==> src/rtl/instruction_fetch_pkg.sv <==
`default_nettype none
// ============================================================================
//  Module      : instruction_fetch_pkg
//  Description : Shared fetch-state encodings and the instruction-alignment
//                mask used by the instruction fetch unit.
//  Revision    : 1.0 - initial release
// ============================================================================
package instruction_fetch_pkg;

    // Fetch sequencer states; DONE doubles as the completion-pulse cycle.
    typedef enum logic [1:0] {
        FETCH_IDLE = 2'b00,
        FETCH_REQ  = 2'b01,
        FETCH_DONE = 2'b10
    } fetch_state_t;

    // Instructions are 32-bit words, so the two address LSBs must be zero.
    localparam logic [1:0] C_ALIGN_MASK = 2'b11;

    // True when the low address bits break word alignment.
    function automatic logic is_misaligned(input logic [1:0] addr_lsb);
        return (addr_lsb & C_ALIGN_MASK) != 2'b00;
    endfunction

endpackage : instruction_fetch_pkg
`default_nettype wire

==> src/rtl/fetch_timeout_counter.sv <==
`default_nettype none
// ============================================================================
//  Module      : fetch_timeout_counter
//  Description : Counts memory wait cycles; flags terminal count when the
//                count reaches TIMEOUT_CYCLES-1. Saturates at terminal.
//  Revision    : 1.0 - initial release
// ============================================================================
module fetch_timeout_counter #(
    parameter int TIMEOUT_CYCLES = 16
) (
    input  logic clk,
    input  logic rst_n,
    input  logic i_clear,
    input  logic i_enable,
    output logic o_terminal
);

    localparam int C_WIDTH = (TIMEOUT_CYCLES > 2) ? $clog2(TIMEOUT_CYCLES) : 1;
    localparam logic [C_WIDTH-1:0] C_TERM = C_WIDTH'(TIMEOUT_CYCLES - 1);

    logic [C_WIDTH-1:0] r_count;
    logic               w_terminal;

    assign w_terminal = (r_count == C_TERM);
    assign o_terminal = w_terminal;

    // Clear wins over count; hold at terminal so the count never wraps.
    always_ff @(posedge clk or negedge rst_n) begin
        if (!rst_n) begin
            r_count <= '0;
        end else if (i_clear) begin
            r_count <= '0;
        end else if (i_enable && !w_terminal) begin
            r_count <= r_count + 1'b1;
        end
    end

endmodule : fetch_timeout_counter
`default_nettype wire

==> src/rtl/instruction_fetch.sv <==
`default_nettype none
// ============================================================================
//  Module      : instruction_fetch
//  Description : Architectural PC register plus a req/ready instruction fetch
//                sequencer with misalignment and timeout reporting.
//  Revision    : 1.0 - initial release
// ============================================================================
module instruction_fetch
    import instruction_fetch_pkg::*;
#(
    parameter logic [31:0] RESET_PC       = 32'h0000_0000,
    parameter int          TIMEOUT_CYCLES = 16
) (
    input  logic        clk,
    input  logic        rst_n,
    input  logic [31:0] pc_next,
    input  logic        pc_en,
    input  logic        fetch_start,
    output logic        mem_req,
    output logic [31:0] mem_addr,
    input  logic        mem_ready,
    input  logic [31:0] mem_rdata,
    output logic [31:0] pc,
    output logic [31:0] instr,
    output logic        fetch_busy,
    output logic        fetch_done,
    output logic        misaligned,
    output logic        bus_error
);

    fetch_state_t r_state;
    logic [31:0]  r_pc;
    logic [31:0]  r_instr;
    logic [31:0]  r_mem_addr;
    logic         r_mem_req;
    logic         r_busy;
    logic         r_done;
    logic         r_misaligned;
    logic         r_bus_error;

    logic         w_accept;
    logic [31:0]  w_fetch_addr;
    logic         w_terminal;

    // PC and new fetches are only accepted while no request is outstanding.
    assign w_accept = (r_state == FETCH_IDLE) || (r_state == FETCH_DONE);

    // A same-cycle PC load is forwarded so the new target is fetched directly.
    assign w_fetch_addr = (pc_en && fetch_start) ? pc_next : r_pc;

    fetch_timeout_counter #(
        .TIMEOUT_CYCLES (TIMEOUT_CYCLES)
    ) u_timeout (
        .clk        (clk),
        .rst_n      (rst_n),
        .i_clear    (w_accept && fetch_start),
        .i_enable   ((r_state == FETCH_REQ) && !mem_ready),
        .o_terminal (w_terminal)
    );

    // Fetch sequencer, PC register and all registered outputs.
    always_ff @(posedge clk or negedge rst_n) begin
        if (!rst_n) begin
            r_state      <= FETCH_IDLE;
            r_pc         <= RESET_PC;
            r_instr      <= '0;
            r_mem_addr   <= '0;
            r_mem_req    <= 1'b0;
            r_busy       <= 1'b0;
            r_done       <= 1'b0;
            r_misaligned <= 1'b0;
            r_bus_error  <= 1'b0;
        end else begin
            // Completion pulse and its flags last a single cycle.
            r_done       <= 1'b0;
            r_misaligned <= 1'b0;
            r_bus_error  <= 1'b0;
            case (r_state)
                FETCH_IDLE, FETCH_DONE: begin
                    if (pc_en) begin
                        r_pc <= pc_next;
                    end
                    if (fetch_start) begin
                        if (is_misaligned(w_fetch_addr[1:0])) begin
                            r_state      <= FETCH_DONE;
                            r_done       <= 1'b1;
                            r_misaligned <= 1'b1;
                        end else begin
                            r_state    <= FETCH_REQ;
                            r_mem_req  <= 1'b1;
                            r_busy     <= 1'b1;
                            r_mem_addr <= w_fetch_addr;
                        end
                    end else begin
                        r_state <= FETCH_IDLE;
                    end
                end
                FETCH_REQ: begin
                    // Data arriving on the timeout cycle still counts as success.
                    if (mem_ready) begin
                        r_instr   <= mem_rdata;
                        r_state   <= FETCH_DONE;
                        r_mem_req <= 1'b0;
                        r_busy    <= 1'b0;
                        r_done    <= 1'b1;
                    end else if (w_terminal) begin
                        r_state     <= FETCH_DONE;
                        r_mem_req   <= 1'b0;
                        r_busy      <= 1'b0;
                        r_done      <= 1'b1;
                        r_bus_error <= 1'b1;
                    end
                end
                default: begin
                    r_state   <= FETCH_IDLE;
                    r_mem_req <= 1'b0;
                    r_busy    <= 1'b0;
                end
            endcase
        end
    end

    assign pc         = r_pc;
    assign instr      = r_instr;
    assign mem_req    = r_mem_req;
    assign mem_addr   = r_mem_addr;
    assign fetch_busy = r_busy;
    assign fetch_done = r_done;
    assign misaligned = r_misaligned;
    assign bus_error  = r_bus_error;

endmodule : instruction_fetch
`default_nettype wire

==> config.mk <==
export PLATFORM = sky130hd
export DESIGN_NAME = instruction_fetch
export DESIGN_NICKNAME = d
export VERILOG_FILES = /design/src/rtl/instruction_fetch_pkg.sv /design/src/rtl/fetch_timeout_counter.sv /design/src/rtl/instruction_fetch.sv
export SDC_FILE = /design/constraint.sdc
export NUM_CORES = 1
export LEC_CHECK = 0
export ABC_CLOCK_PERIOD_IN_PS = 5000
export CAP_MARGIN = 20
export CORE_AREA = 2 2 136 138
export CTS_CLUSTER_SIZE = 24
export DETAILED_ROUTE_END_ITERATION = 10
export DIE_AREA = 0 0 138 140
export SKIP_LAST_GASP = 1
export SYNTH_ARGS = -nofsm -noshare
export SYNTH_HDL_FRONTEND = slang
export SYNTH_SLANG_ARGS = --single-unit
==> constraint.sdc <==
create_clock -name clk -period 5 [get_ports clk]
set_clock_uncertainty 0.2 [all_clocks]
set_input_delay 0.75 -clock clk [delete_from_list [all_inputs] [get_ports clk]]
set_output_delay 0.75 -clock clk [all_outputs]
set_load 0.05 [all_outputs]
==> run metrics, run 1 <==
drt first pass iters=4; CTS Buf Count=9; fraction of registers with async set/reset=100%; cells after synthesis=281; final worst path period share=a little over half; antenna cells=0; grt total ovfl=0; pwr/cell area=between 600 and 700 mW/mm2; cts hold-fix bufs=0; GRT Util Overall=roughly 12%; Synth Flop Type=dfrtp_1; Slew @ Worst Pin=0.946 ns; antenna-violating nets left=0; Post-CTS Setup Bufs=0; highest net fanout along the worst path=21; Setup crit end kind=register; syn_nets=between 300 and 400; status=finished, final reports clean; port bufs=~170; die area=approximately 0.019 mm2; Slew Limit Fails=0; fmax=370 MHz; Fin Setup TNS=0 ns; share of layout cells above drive strength 1=31.6%; H-tree depth=3; post-synthesis sequential area ratio=about 60%; Initial Utilization=about a quarter; most frequent cells in the layout=clkdlybuf4s50_1, mux2_2, dfrtp_1, clkbuf_16; final hold viol count=0; leakage=about 2.7 nW; Num Clock Sinks=106; Routed WL per cell=about 16 um; Post-CTS Resized=0; Arrival @ worst endpoint=between 2 and 3 ns; core area=around 0.018 mm2; EDFF count, synth=0; max-cap viol count=0; WP buf/inv=2; post-placement cell count=668; Core Rows=about 50; global-route wire length before repair=~18,000 um; die height=roughly 140 um; via/cell ratio=between 4 and 5; CTS Root Cell=clkbuf_16; commonest non-fill, non-tap cell in the layout=clkdlybuf4s50_1; syn_area_per_cell=between 15 and 20 um2; RSZ-0062 raised after global routing=no; Layout Nets=521; Chip Width=around 140 um; CP Data Required Time=between 5 and 6 ns; FILL cells=1,686; Tmin final=between 2 and 3 ns; Final GP Congestion=0.690; Netlist cell types=29; Hold Crit Class=in2async; Ys Warns=0; Worst-Skew Late Latency=0.34 ns; initial antenna violation count=0; Crit Path Category=in2reg; startpoint types=input port; VDD IR max=approximately 0.00034 V; largest net degree at the start of global routing=between 60 and 70; CP top delay family=compound AO/OA/AOI/OAI gates; Layout Cells excl Fill=a little under 700; I/O Pins=170; Bufs on Longest Clock Path=2; Crit path largest cell delay=between 0.5 and 0.6 ns; Worst slew margin=a little under two fifths; Iteration-0 DRC Markers=35; final hold slack=~0.28 ns; synthesized flop and latch total=106; clk slew on worst S/H paths=~0.070 ns; vias in the first global route=about 3.3k; cell area after synthesis=approximately 0.0044 mm2; Worst path slowest cell=a21oi_4; P&R area growth vs syn=52.6%; residual DRC count=0; crit path cell chain=clkdlybuf4s50_1 -> a211o_1 -> a21oi_4 -> buf_16 -> mux2_2; Vias=~3.0k; Detailed Place HPWL=between 7000 and 8000 um; drt total wl=between 10,000 and 15,000 um; Setup Viol. Count Final=0; CTS tree=done
[synthesized netlist by cell type (2+ instances only)]
master / count / share of area, %
nor2_1: 2 / 0.17
buf_4: 4 / 0.69
nand2b_1: 2 / 0.29
dfrtp_1: 106 / 61
o21ai_0: 4 / 0.46
a21oi_1: 3 / 0.34
buf_2: 6 / 0.69
clkbuf_1: 4 / 0.34
nand2_1: 2 / 0.17
nor2b_1: 4 / 0.57
mux2_2: 122 / 31
nand3_1: 4 / 0.46
mux2_1: 2 / 0.52
[where the power goes]
| group | leakage (nW) | internal, mW | switching [mW] |
|---|---|---|---|
| clock | 0.163 | 0.492 | 0.318 |
| combinational | 1.28 | 0.850 | 1.44 |
| sequential | 1.27 | 1.17 | 0.180 |
[metal layers]
metal | vias up | GRT usage [%] | share of wire, %
li1 | 1357 | - | -
met1 | 1495 | 13.4 | 42
met2 | 85 | 19.7 | 50
met3 | 18 | 3.35 | 5.4
met4 | 0 | 5.26 | 2.3
met5 | - | 0 | 0
[path summary, 6_finish.rpt]
check / start / cells past startpoint / to / slack (ns)
min reg2reg: mem_addr[1] / 1 / mem_addr[1] / 0.30
max: pc_en / 5 / mem_addr[25] / 2.30
max in group asynchronous: rst_n / 2 / mem_addr[2] / 3.18
min in group clk: mem_addr[1] / 1 / mem_addr[1] / 0.30
min: rst_n / 1 / instr[4] / 0.28
max reg2reg: pc[0] / 4 / mem_addr[25] / 2.85
[per-stage QoR]
step | utilization (%) | area [um2] | power (mW) | setup slack, ns
2_1_floorplan | - | 4370 | 2.84 | 2.85
3_3_place_gp | 35.4 | 6290 | 3.65 | 1.73
3_5_place_dp | 35.4 | 6290 | 3.68 | 1.68
4_1_cts | 37.3 | 6640 | 4.52 | 2.06
5_1_grt | 37.5 | 6670 | 4.66 | 2.20
6_report | 37.5 | 6670 | 4.45 | 2.30
[flip-flops by register name, summed over array words and instances (netlist names)]
signal             cells
instr                 32
mem_addr              32
pc                    32
u_timeout.r_count      4
r_state                2
bus_error              1
fetch_busy             1
fetch_done             1
misaligned             1
[layout make-up]
type | count | area, um2 | share of cell area [%]
multi-input cells | 160 | 1640 | 24.6
repair buffers | 173 | 1740 | 26.1
clock inverters | 6 | 115 | 1.73
inverters | 1 | 3.75 | 0.0563
flip-flops and latches | 106 | 2650 | 39.8
well taps | 229 | 287 | 4.30
clock buffers | 10 | 229 | 3.43
[cells by family after synthesis]
logic type	count (synthesis)	share of synthesized area [%]
simple gates	21	2.92
buf+inv	15	1.80
mux	124	32.0
flops	106	60.7
fa+ha+maj	1	0.286
compound gates	14	2.32
(Power assumes the default switching activity.)
==> run 2: changes to the inputs <==
ABC_CLOCK_PERIOD_IN_PS = 2670   (was 5000)
clock period = 2.67 ns   (was 5 ns; I/O delays follow)
==> run metrics, run 2 (synthesized netlist as in run 1, its figures left out) <==
global-route wire length before repair=17,300 um (-1.8%); status=finished, final reports clean; WP buf/inv=1 (-1); Worst slew margin=62.4% (+26 points); GRT Util Overall=11.3% (-0.20 points); CTS tree=done; CP Data Required Time=2.07 ns (-2.95 ns); vias in the first global route=3,108 (-6.0%); Crit Path Category=reg2out; Tmin final=roughly 2.2 ns; die area=0.0193 mm2 (unchanged); Fin Setup TNS=0 ns (unchanged); P&R area growth vs syn=54.2%; CTS Root Cell=clkbuf_16; residual DRC count=0 (unchanged); Final GP Congestion=0.711 (+3.0%); H-tree depth=3 (unchanged); max-cap viol count=0 (unchanged); commonest non-fill, non-tap cell in the layout=clkdlybuf4s50_1; final worst path period share=between 80% and 90%; register share of total power=29.9% (-0.4 points); core area=0.0178 mm2 (unchanged); Layout Nets=525 (+0.77%); clock power share=19.2% (+1.0 points); Slew @ Worst Pin=0.562 ns (-0.384 ns); Initial Utilization=24.6% (unchanged); Vias=2,953 (-0.068%); Hold Crit Class=in2async; Core Rows=49 (unchanged); Worst-Skew Late Latency=0.34 ns (about the same); CTS Buf Count=9 (unchanged); P_sw=3.66 mW (+88%); Num Clock Sinks=106 (unchanged); Arrival @ worst endpoint=1.56 ns (-1.16 ns); Bufs on Longest Clock Path=2 (unchanged); startpoint types=register; final hold viol count=0 (unchanged); Setup Viol. Count Final=0 (unchanged); pwr/cell area=1260 mW/mm2 (+88%); largest net degree at the start of global routing=61 (-1.6%); antenna cells=0 (unchanged); Setup crit end kind=output port; initial antenna violation count=0 (unchanged); fmax=462 MHz; FILL cells=1,687 (+0.059%); leakage=2.76 nW (+1.4%); share of layout cells above drive strength 1=32.2% (+0.59 points); grt total ovfl=0 (unchanged); port bufs=169 (unchanged); combinational share of power=50.9% (-0.6 points); antenna-violating nets left=0 (unchanged); drt total wl=10,800 um (-0.91%); Post-CTS Setup Bufs=0 (unchanged); drt first pass iters=4 (unchanged); VDD IR max=0.000589 V (+74%); Slew Limit Fails=0 (unchanged); I/O Pins=170 (unchanged); Worst path slowest cell=clkdlybuf4s50_1; die height=140 um (unchanged); Chip Width=138 um (unchanged); CP top delay family=buffers and inverters; Crit path largest cell delay=0.82 ns (+0.30 ns); Iteration-0 DRC Markers=147 (+320%); Detailed Place HPWL=7660 um (-0.20%); highest net fanout along the worst path=4 (-81%); via/cell ratio=4.29 (-0.65%); clk slew on worst S/H paths=0.07 ns (about the same); Routed WL per cell=15.7 um (-1.5%); final hold slack=0.225 ns (-0.0557 ns); sw frac=43.2% (-0.37 points); most frequent cells in the layout=clkdlybuf4s50_1, mux2_2, dfrtp_1, clkbuf_16, buf_4; RSZ-0062 raised after global routing=no; crit path cell chain=clkdlybuf4s50_1; P_int=4.80 mW (+91%)
[run 2: cell types whose count changed in the layout (fill, tap and decap cells not counted)]
cell           delta
buf_12            +3
clkinv_4          -1
clkbuf_1          -1
buf_16            -1
buf_4             +1
clkinv_2          +1
dlygate4sd3_1     +1
bufinv_16         +1
[run 2: layout make-up]
| class | count | area (um2) | share of cell area, % |
|---|---|---|---|
| clock buffer | 9 | 225 | 3.34 |
| clock inverter | 7 | 141 | 2.10 |
| inverter | 1 | 3.75 | 0.0557 |
| multi-input combinational | 160 | 1640 | 24.3 |
| sequential | 106 | 2650 | 39.4 |
| tap | 229 | 287 | 4.25 |
| timing repair buffer | 177 | 1790 | 26.6 |
[run 2: path summary, 6_finish.rpt]
path / start / end / slack, ns / cells after the start
max in group asynchronous: rst_n / mem_addr[17] / 1.35 / 3
hold / removal: rst_n / pc[7] / 0.23 / 2
min in group clk: instr[4] / instr[4] / 0.30 / 1
setup / recovery: fetch_busy / mem_req / 0.51 / 1
hold reg to reg: instr[4] / instr[4] / 0.30 / 1
setup reg to reg: pc[0] / mem_addr[8] / 0.85 / 4
[run 2: repair_timing]
item / 4_1_cts / 5_1_grt
endpoints found under the setup margin: 0 / 0
endpoints found under the hold margin: 42 / 0
gates resized for setup: 0 / 0
hold buffers: 1 / 0
[run 2: power groups by stage]
stage          combinational, mW  sequential [mW]  clock [mW]
4_1_cts                     4.36             2.53        1.67
6_report                    4.31             2.53        1.63
2_1_floorplan              0.746             4.58           0
3_3_place_gp                4.30             2.55           0
5_1_grt                     4.46             2.62        1.75
3_5_place_dp                4.35             2.56           0
[run 2: routing by layer]
layer	global-route usage (%)	part of all wire, %
met2	18.8	50
met5	0	0
met1	14.1	42
met3	3.04	5.5
met4	4.73	2.0
[run 2: stage by stage]
| step | total power, mW | std cells | utilization, % | setup slack, ns | instance area [um2] |
|---|---|---|---|---|---|
| after global routing | 8.82 | 689 | 37.9 | 0.447 | 6740 |
| after detailed placement | 6.90 | 672 | 35.8 | 0.279 | 6360 |
| after CTS | 8.56 | 689 | 37.9 | 0.482 | 6740 |
| after global placement | 6.85 | 672 | 35.8 | 0.322 | 6360 |
| final | 8.46 | 689 | 37.9 | 0.507 | 6740 |
| after floorplan | 5.32 | 281 | - | 0.657 | 4370 |
==> run 3: changes to the inputs <==
ABC_CLOCK_PERIOD_IN_PS = 1700   (was 2670)
clock period = 1.7 ns   (was 2.67 ns; I/O delays follow)
==> run metrics, run 3 (synthesized netlist as in run 1, its figures left out) <==
Core Rows=49 (unchanged); antenna-violating nets left=0 (unchanged); P&R area growth vs syn=65.1%; CP Data Required Time=1.73 ns (-0.34 ns); Vias=3,015 (+2.1%); Worst path slowest cell=dfrtp_2; Num Clock Sinks=106 (unchanged); Worst slew margin=75.1% (+13 points); RSZ-0062 raised after global routing=yes; drt first pass iters=6 (+2); CP top delay family=compound AO/OA/AOI/OAI gates; Tmin final=1.82 ns; FILL cells=1,648 (-2.3%); fmax=549 MHz; clk slew on worst S/H paths=0.07 ns (about the same); Arrival @ worst endpoint=1.85 ns (+0.29 ns); Setup crit end kind=register; startpoint types=register; Detailed Place HPWL=7840 um (+2.4%); global-route wire length before repair=18,300 um (+5.9%); status=finished with violations; setup ws final=-0.121 ns (-0.628 ns); final hold slack=0.111 ns (-0.115 ns); failing checks=setup timing; Crit path largest cell delay=0.40 ns (-0.42 ns); GRT met1 Usage=14.2% (+0.14 points); Bufs on Longest Clock Path=2 (unchanged); H-tree depth=3 (unchanged); combinational share of power=52.6% (+1.7 points); P_int=7.83 mW (+63%); Layout Nets=542 (+3.2%); P_sw=5.92 mW (+62%); pwr/cell area=1910 mW/mm2 (+52%); sw frac=43.0% (-0.17 points); final worst path period share=107%; CTS tree=done; initial antenna violation count=0 (unchanged); die area=0.0193 mm2 (unchanged); largest net degree at the start of global routing=50 (-18%); clock power share=17.3% (-1.9 points); commonest non-fill, non-tap cell in the layout=mux2_2; Routed WL per cell=16.0 um (+1.7%); crit path cell chain=a211o_1 -> a21oi_4 -> buf_4 -> buf_16 -> mux2_2; register share of total power=30.0% (about the same); port bufs=169 (unchanged); VDD IR max=0.000806 V (+37%); via/cell ratio=4.28 (-0.22%); GRT Util Overall=11.9% (+0.60 points); Iteration-0 DRC Markers=112 (-24%); Final GP Congestion=0.722 (+1.6%); residual DRC count=0 (unchanged); leakage=3.15 nW (+14%); GRT met2 Usage=20.3% (+1.6 points); Hold Crit Class=in2async; Worst-Skew Late Latency=0.34 ns (about the same); antenna cells=0 (unchanged); grt total ovfl=0 (unchanged); drt total wl=11,300 um (+4.1%); highest net fanout along the worst path=14 (+10); final hold viol count=0 (unchanged); Slew Limit Fails=0 (unchanged); cell count along the critical path=5 (+4); I/O Pins=170 (unchanged); WP buf/inv=2 (+1); Crit Path Category=reg2reg; vias in the first global route=3,357 (+8.0%); Chip Width=138 um (unchanged); Initial Utilization=24.6% (unchanged); cells on worst reg2reg path=5 (+1); Slew @ Worst Pin=0.373 ns (-0.189 ns); max-cap viol count=0 (unchanged); share of layout cells above drive strength 1=56.9% (+25 points); gr busiest metal=met2; die height=140 um (unchanged); core area=0.0178 mm2 (unchanged); CTS Buf Count=9 (unchanged); Setup Viol. Count Final=30 (+30); most frequent cells in the layout=mux2_2, dfrtp_1, buf_4, clkdlybuf4s50_1, buf_12; CTS Root Cell=clkbuf_16; post-placement cell count=684 (+1.8%); Layout Cells excl Fill=705 (+2.3%); met3 GRT Util=4.21% (+1.2 points)
[run 3: power groups by stage]
stage          Sequential (mW)  Combinational, mW  Clock [mW]
3_3_place_gp              4.16               7.20           0
5_1_grt                   4.26               7.49        2.59
4_1_cts                   4.14               7.32        2.48
6_report                  4.13               7.23        2.38
2_1_floorplan             7.19               1.18           0
3_5_place_dp              4.18               7.28           0
[run 3: routing by layer]
metal,up-vias,wire [um]
li1,1394,-
met1,1523,4570
met2,87,5890
met3,11,634
met4,0,173
met5,-,0
[run 3: what timing repair did]
| action | 4_1_cts | 5_1_grt |
|---|---|---|
| gates cloned | 1 | 0 |
| buffers inserted | 3 | 1 |
| gates resized for setup | 2 | 5 |
| pin swaps | 0 | 1 |
| endpoints found under the hold margin | 106 | 0 |
| setup endpoints to repair | 30 | 34 |
| hold buffers | 1 | 0 |
[run 3: per-stage QoR]
step / setup WS, ns / utilization (%) / power (mW) / setup TNS (ns) / instance area, um2
6_report: -0.121 / 40.6 / 13.7 / -3.27 / 7210
5_1_grt: -0.185 / 40.6 / 14.3 / -5.08 / 7210
3_3_place_gp: -0.476 / 38.2 / 11.4 / -26.80 / 6790
2_1_floorplan: -0.201 / - / 8.38 / -5.40 / 4390
3_5_place_dp: -0.526 / 38.2 / 11.5 / -30.56 / 6790
4_1_cts: -0.137 / 40.5 / 13.9 / -3.58 / 7190
[run 3: worst paths after layout]
| check | end | start | slack (ns) |
|---|---|---|---|
| min in group clk | instr[12] | instr[12] | 0.31 |
| worst min-delay path | pc[18] | rst_n | 0.11 |
| max in group asynchronous | instr[12] | rst_n | 0.65 |
| worst min register to register | instr[12] | instr[12] | 0.31 |
| worst max-delay path | mem_addr[29] | pc[1] | -0.12 |
| worst max register to register | mem_addr[29] | pc[1] | -0.12 |
[run 3: area by class of cell]
type                    count  area, um2  area share, %
flip-flops and latches    106       2660           36.8
well taps                 229        287           3.97
clock inverters             6        115           1.60
inverters                   1       3.75         0.0520
repair buffers            194       2270           31.5
multi-input cells         160       1660           23.0
clock buffers               9        225           3.12
